**src/rtl/instr_fetch_pkg.sv**
```systemverilog
// Shared CPU definitions used by the fetch stage: opcode encodings, NOP word and
// branch condition codes.
package instr_fetch_pkg;

  typedef enum logic [3:0] {
    OP_NOPER = 4'b0000,
    OP_B     = 4'b0100
  } opcode_e;

  localparam logic [31:0] NOP_WORD    = 32'h0;
  localparam logic [2:0]  COND_ALWAYS = 3'b111;

  function automatic logic is_branch_always(logic [3:0] opcode, logic [2:0] cond);
    return (opcode == OP_B) && (cond == COND_ALWAYS);
  endfunction

endpackage

```
**src/rtl/fetch_fifo.sv**
```systemverilog
// Two-entry fetch buffer with push/pop/flush. Invalid slots are held at zero so the
// head register can drive decode directly (NOP when empty).
module fetch_fifo #(
  parameter int unsigned W = 52
) (
  input  logic         clk_i,
  input  logic         rst_ni,
  input  logic         push_i,
  input  logic         pop_i,
  input  logic         flush_i,
  input  logic [W-1:0] din_i,
  output logic [W-1:0] head_o,
  output logic [W-1:0] head_nxt_o,
  output logic [1:0]   count_o
);

  logic [W-1:0] mem_q [2];
  logic [W-1:0] mem_d [2];
  logic [1:0]   count_q, count_d;

  always_comb begin
    mem_d[0] = mem_q[0];
    mem_d[1] = mem_q[1];
    count_d  = count_q;
    if (flush_i) begin
      mem_d[0] = '0;
      mem_d[1] = '0;
      count_d  = 2'd0;
    end else begin
      if (pop_i && (count_q != 2'd0)) begin
        mem_d[0] = mem_q[1];
        mem_d[1] = '0;
        count_d  = count_q - 2'd1;
      end
      if (push_i && (count_d != 2'd2)) begin
        if (count_d == 2'd0) mem_d[0] = din_i;
        else                 mem_d[1] = din_i;
        count_d = count_d + 2'd1;
      end
    end
  end

  always_ff @(posedge clk_i or negedge rst_ni) begin
    if (!rst_ni) begin
      mem_q[0] <= '0;
      mem_q[1] <= '0;
      count_q  <= 2'd0;
    end else begin
      mem_q[0] <= mem_d[0];
      mem_q[1] <= mem_d[1];
      count_q  <= count_d;
    end
  end

  assign head_o     = mem_q[0];
  assign head_nxt_o = mem_d[0];
  assign count_o    = count_q;

endmodule

```
**src/rtl/instr_fetch.sv**
```systemverilog
// Instruction-fetch stage: PC walk, request issue, 2-entry fetch buffer, redirect
// flush/drop. Define FETCH_STATIC_PREDICT_EN to self-redirect on always-taken branches.
module instr_fetch
  import instr_fetch_pkg::*;
#(
  parameter int unsigned       ADDR_W   = 20,
  parameter logic [ADDR_W-1:0] RESET_PC = '0
) (
  input  logic              clk,
  input  logic              rst,
  output logic              ImemReq,
  output logic [ADDR_W-1:0] ImemAddr,
  input  logic              ImemReady,
  input  logic              ImemValid,
  input  logic [31:0]       ImemData,
  input  logic              Stall,
  input  logic              BranchTaken,
  input  logic [ADDR_W-1:0] BranchTarget,
  output logic [31:0]       Instruction,
  output logic [ADDR_W-1:0] InstrPC,
  output logic              PredTaken
);

  localparam int unsigned W = 32 + ADDR_W;

  logic [ADDR_W-1:0] pc_q, pc_d;
  logic [1:0]        outst_q, outst_d;
  logic [1:0]        drop_q, drop_d;
  logic [ADDR_W-1:0] tag_q [2];
  logic [ADDR_W-1:0] tag_d [2];
  logic [W-1:0]      head, head_nxt;
  logic [1:0]        count;
  logic              pop, push, redirect, hs;
  logic [ADDR_W-1:0] redirect_pc;
  logic [1:0]        occ_eff;
  logic [2:0]        inflight;
  logic              unused_head_nxt;

  assign pop = !Stall && (count != 2'd0);

`ifdef FETCH_STATIC_PREDICT_EN
  logic pred_q;
  logic pred_hit;

  assign pred_hit        = pop && is_branch_always(head[W-1 -: 4], head[W-5 -: 3]);
  assign redirect        = BranchTaken || pred_hit;
  assign redirect_pc     = BranchTaken ? BranchTarget : head[ADDR_W +: ADDR_W];
  assign PredTaken       = pred_q;
  assign unused_head_nxt = ^head_nxt[W-8:0];

  always_ff @(posedge clk or negedge rst) begin
    if (!rst) pred_q <= 1'b0;
    else      pred_q <= is_branch_always(head_nxt[W-1 -: 4], head_nxt[W-5 -: 3]);
  end
`else
  assign redirect        = BranchTaken;
  assign redirect_pc     = BranchTarget;
  assign PredTaken       = 1'b0;
  assign unused_head_nxt = ^head_nxt;
`endif

  // A head leaving this cycle frees its slot, so a 1-cycle memory sustains one word per cycle.
  assign occ_eff  = count - {1'b0, pop};
  assign inflight = {1'b0, occ_eff} + {1'b0, outst_q};
  assign ImemReq  = rst && (inflight < 3'd2) && !redirect;
  assign ImemAddr = pc_q;
  assign hs       = ImemReq && ImemReady;
  assign push     = ImemValid && (drop_q == 2'd0) && !redirect;

  always_comb begin
    tag_d[0] = tag_q[0];
    tag_d[1] = tag_q[1];
    if (ImemValid) tag_d[0] = tag_q[1];
    if (hs) begin
      if ((outst_q - {1'b0, ImemValid}) == 2'd0) tag_d[0] = pc_q;
      else                                       tag_d[1] = pc_q;
    end

    outst_d = outst_q + {1'b0, hs} - {1'b0, ImemValid};

    // Every response still owed after a redirect belongs to the old stream.
    if (redirect)                           drop_d = outst_d;
    else if (ImemValid && (drop_q != 2'd0)) drop_d = drop_q - 2'd1;
    else                                    drop_d = drop_q;

    if (redirect) pc_d = redirect_pc;
    else if (hs)  pc_d = pc_q + {{(ADDR_W-1){1'b0}}, 1'b1};
    else          pc_d = pc_q;
  end

  always_ff @(posedge clk or negedge rst) begin
    if (!rst) begin
      pc_q     <= RESET_PC;
      outst_q  <= 2'd0;
      drop_q   <= 2'd0;
      tag_q[0] <= '0;
      tag_q[1] <= '0;
    end else begin
      pc_q     <= pc_d;
      outst_q  <= outst_d;
      drop_q   <= drop_d;
      tag_q[0] <= tag_d[0];
      tag_q[1] <= tag_d[1];
    end
  end

  fetch_fifo #(.W(W)) u_fifo (
    .clk_i      (clk),
    .rst_ni     (rst),
    .push_i     (push),
    .pop_i      (pop),
    .flush_i    (redirect),
    .din_i      ({ImemData, tag_q[0]}),
    .head_o     (head),
    .head_nxt_o (head_nxt),
    .count_o    (count)
  );

  assign Instruction = head[W-1:ADDR_W];
  assign InstrPC     = head[ADDR_W-1:0];

  assert property (@(posedge clk) (outst_q != 2'd3) && (drop_q != 2'd3));

endmodule

```
**config.mk**
```make
export PLATFORM = sky130hd
export DESIGN_NAME = instr_fetch
export DESIGN_NICKNAME = d
export VERILOG_FILES = /design/src/rtl/instr_fetch_pkg.sv /design/src/rtl/fetch_fifo.sv /design/src/rtl/instr_fetch.sv
export SDC_FILE = /design/constraint.sdc
export NUM_CORES = 1
export LEC_CHECK = 0
export BUFFER_PORTS_ARGS = -buffer_cell sky130_fd_sc_hd__buf_2
export CORE_MARGIN = 2
export CORE_UTILIZATION = 55
export CTS_CLUSTER_SIZE = 25
export DETAILED_ROUTE_END_ITERATION = 6
export MAX_ROUTING_LAYER = met4
export PLACE_DENSITY = 0.81
export SLEW_MARGIN = 20
export SYNTH_ARGS = -nofsm -noshare
export SYNTH_HDL_FRONTEND = slang
export SYNTH_SLANG_ARGS = --single-unit
```
**constraint.sdc**
```tcl
create_clock -name clk -period 4.8 [get_ports clk]
set_input_delay 0.48 -clock clk [delete_from_list [all_inputs] [get_ports clk]]
set_output_delay 0.48 -clock clk [all_outputs]
set_load 0.01 [all_outputs]
```
==> results.yml <==
outcome:
  status: "completed"
placement:
  place_congestion: 0.8150
  post-dp-hpwl_um: 11450
  portBuffers: 130
  dp.cells: 1126
floorplanning:
  die_w_um: 129.6
  coreArea_um2: 15310
  dieArea_um2: 16780
  row_count: 45
  start_util_pct: 56.61
  die_y_um: 129.6
  ios: 132
global_route:
  use_met3_pct: 5.161
  grt_use_met1_pct: 33.65
  grt_pass1_wl_um: 31310
  use_met2_pct: 35.70
  grt_pass1_vias: 6193
  antenna_found_initial: 0
  track_usage_pct: 24.15
  grt_max_degree: 105
  top_usage_layer: "met2"
  overflow: 0
detailed_routing:
  routed_wl_um: 19100
  ant_nets: 0
  vias_per_cell: 5.687
  drc: 0
  dr.pass1.iters: 5
  vias: 6597
  wl_per_cell_um: 16.46
  drt_iter0_drc: 627
power:
  power.density_nw_per_um2: 496.5
  p_leak_nw: 4.262
  fin_total_pwr_mw: 4.796
  ir_drop_uv: 312.4
timing:
  fmax_mhz: 280.6
  setup_viol: 0
  rsz0062_at_grt: "no"
  tns_ps: 0
  worstMarginPinSlew_ps: 1105
  fin_crit_ps: 3564
  hold_slack_ps: 251.3
  slew_viol_final: 0
  fin_crit_sh_pct: 74.25
  slew-limit-headroom_pct: 26.33
  finalClockSkew_ps: 8.370
  hold_violations: 0
final_layout:
  layout-drive-gt1-share_pct: 26.34
  fin_util_pct: 63.07
  fillers: 1240
  final_cell_mix: "204 x nand2_1, 170 x dfrtp_1, 128 x buf_2"
  layout_commonest_cell: "nand2_1"
  final_nets: 1003
  layout.cells.non_filler: 1160
  synthToLayoutAreaGrowth_pct: 11.42
  antennaDiodeCount: 0
clocking:
  cts_tree: "built"
  cts_root_buf: "clkbuf_16"
  clock_sinks: 170
  clk_path_buf_depth: 2
  cts_buffers: 17
  cts_resized: 0
  path_clk_slew_ps: 60
  insertion_delay_ps: 440
  htree_levels: 4
critical_path:
  critPathMaxFanout: 9
  critPathKind: "reg -> reg"
  path_cells: "inv_1 -> ha_1 -> or2_4 -> inv_2 -> ha_1 -> nand2b_1 -> fa_1 -> and4_1 -> nand2_1 -> ha_1 -> inv_1 -> ha_1 -> xnor2_1 -> xnor2_1 -> nand2_1 -> o21ai_0"
  cp_slowest_cell: "fa_1"
  cp_top_family: "adder cells"
  endpoint_kind: "register"
  max_stage_delay_ps: 550
  required_ps: 5080
  crit_arrival_ps: 3840
  cp_common_cell: "ha_1"
  cp-start-kind: "register"
  path_buf_inv: 3
synthesis:
  ys_types: 44
  yosysTopAreaCellShare_pct: 49.07
  async_flop_share_pct: 100.0
  synthTopCellsByArea: "dfrtp_1 49%, nand2_1 8.8%, a311oi_2 8.7%, buf_4 4.7%, nand3_1 3.6%"
  ys.flop_type: "dfrtp_1"
  synth_top_area_cell: "dfrtp_1"
  synth_warnings: 0
  netlist_area_um2: 8670
  ys_seq_area_share_pct: 49.07
  syn-num-nets: 966
  synthCells: 899
  syn_avg_cell_area_um2: 9.644
  synth-seq-cells: 170
  synth-edff-count: 0
hold_path:
  worstHoldPathType: "in -> reg"
job:
  cap_violations: 0
## power breakdown
| part | leakage [nW] | switching, mW | internal [mW] |
|---|---|---|---|
| combinational | 1.69 | 0.757 | 0.505 |
| sequential | 2.26 | 0.252 | 1.74 |
| clock | 0.319 | 0.562 | 0.980 |
| total | 4.26 | 1.57 | 3.23 |
## registers in the layout (all words and copies together) (netlist names)
register        cells
u_fifo.mem_q       52
u_fifo.head_o      52
outst_q             2
tag_q              40
drop_q              2
ImemAddr           20
u_fifo.count_o      2
## worst paths after layout
check / depth (start not counted) / start / to / slack, ps
min in group asynchronous: 2 / rst / ImemAddr[0]$_DFFE_PN0P_ / 550
max: 16 / u_fifo.count_o[1]$_DFF_PN0_ / drop_q[1]$_DFFE_PN0P_ / 1240
max in group asynchronous: 4 / rst / u_fifo.head_o[9]$_DFF_PN0_ / 2330
max reg2reg: 16 / u_fifo.count_o[1]$_DFF_PN0_ / drop_q[1]$_DFFE_PN0P_ / 1240
min: 3 / BranchTarget[11] / ImemAddr[11]$_DFFE_PN0P_ / 250
min reg2reg: 1 / tag_q[12]$_DFFE_PN0P_ / tag_q[12]$_DFFE_PN0P_ / 510
## cell usage after synthesis (10+ instances only)
library cell  instances
nand2_1             204
dfrtp_1             170
nand3_1              63
nor2_1               63
a21oi_1              54
buf_4                54
a311oi_2             50
clkbuf_1             38
o21ai_0              34
mux2_2               21
mux2i_1              21
buf_2                17
inv_1                14
xnor2_1              11
nand4_1              10
## repair_timing
item / 4_1_cts / 5_1_grt
endpoints found under the hold margin: 46 / 0
hold buffers: 1 / 0
setup buffers: 0 / 0
## per-layer routing
metal  up-vias  share of wire [%]  routed length [um]
li1       3122                  -                   -
met1      3224                 46                8870
met2       227                 47                8901
met3        24                5.3                1018
met4         0                1.6                 307
met5         -                  0                   0
## cell type report
| class | count | area, um^2 | share of cell area [%] |
|---|---|---|---|
| flip-flops and latches | 170 | 4254 | 44.04 |
| multi-input cells | 591 | 3646 | 37.75 |
| repair buffers | 141 | 768.2 | 7.953 |
| clock buffers | 22 | 484.2 | 5.013 |
| well taps | 211 | 264.0 | 2.733 |
| clock inverters | 10 | 186.4 | 1.930 |
| inverters | 15 | 56.30 | 0.5829 |
## cells by family after synthesis
kind of cell	count (synthesis)	synth area share, %
and+or+nand+nor	369	18.43
DFF	170	49.07
AOI/OAI and AO/OA	155	15.33
buffers and inverters	138	9.078
muxes	42	5.152
xor gates and xnor gates	15	1.515
adders and majority gates	9	1.386
other	1	0.04325
## through the flow
step / setup slack, ps / instance area (um^2)
final: 1236 / 9659
after global routing: 957.4 / 9659
after CTS: 1202 / 9632
after detailed placement: 1278 / 8951
after global placement: 1391 / 8951
after floorplan: 1200 / 8670
## worst reg2reg max path: cells and delay by family (launching register included)
kind / cells / cell delay [ps]
adder cells (fa/ha/maj): 5 / 1420
AND/OR/NAND/NOR: 5 / 1050
flip-flops: 1 / 410
XOR/XNOR: 2 / 270
buffers and inverters: 3 / 180
AO/OA/AOI/OAI: 1 / 80
Note: power is estimated with default switching activity, not from simulation.
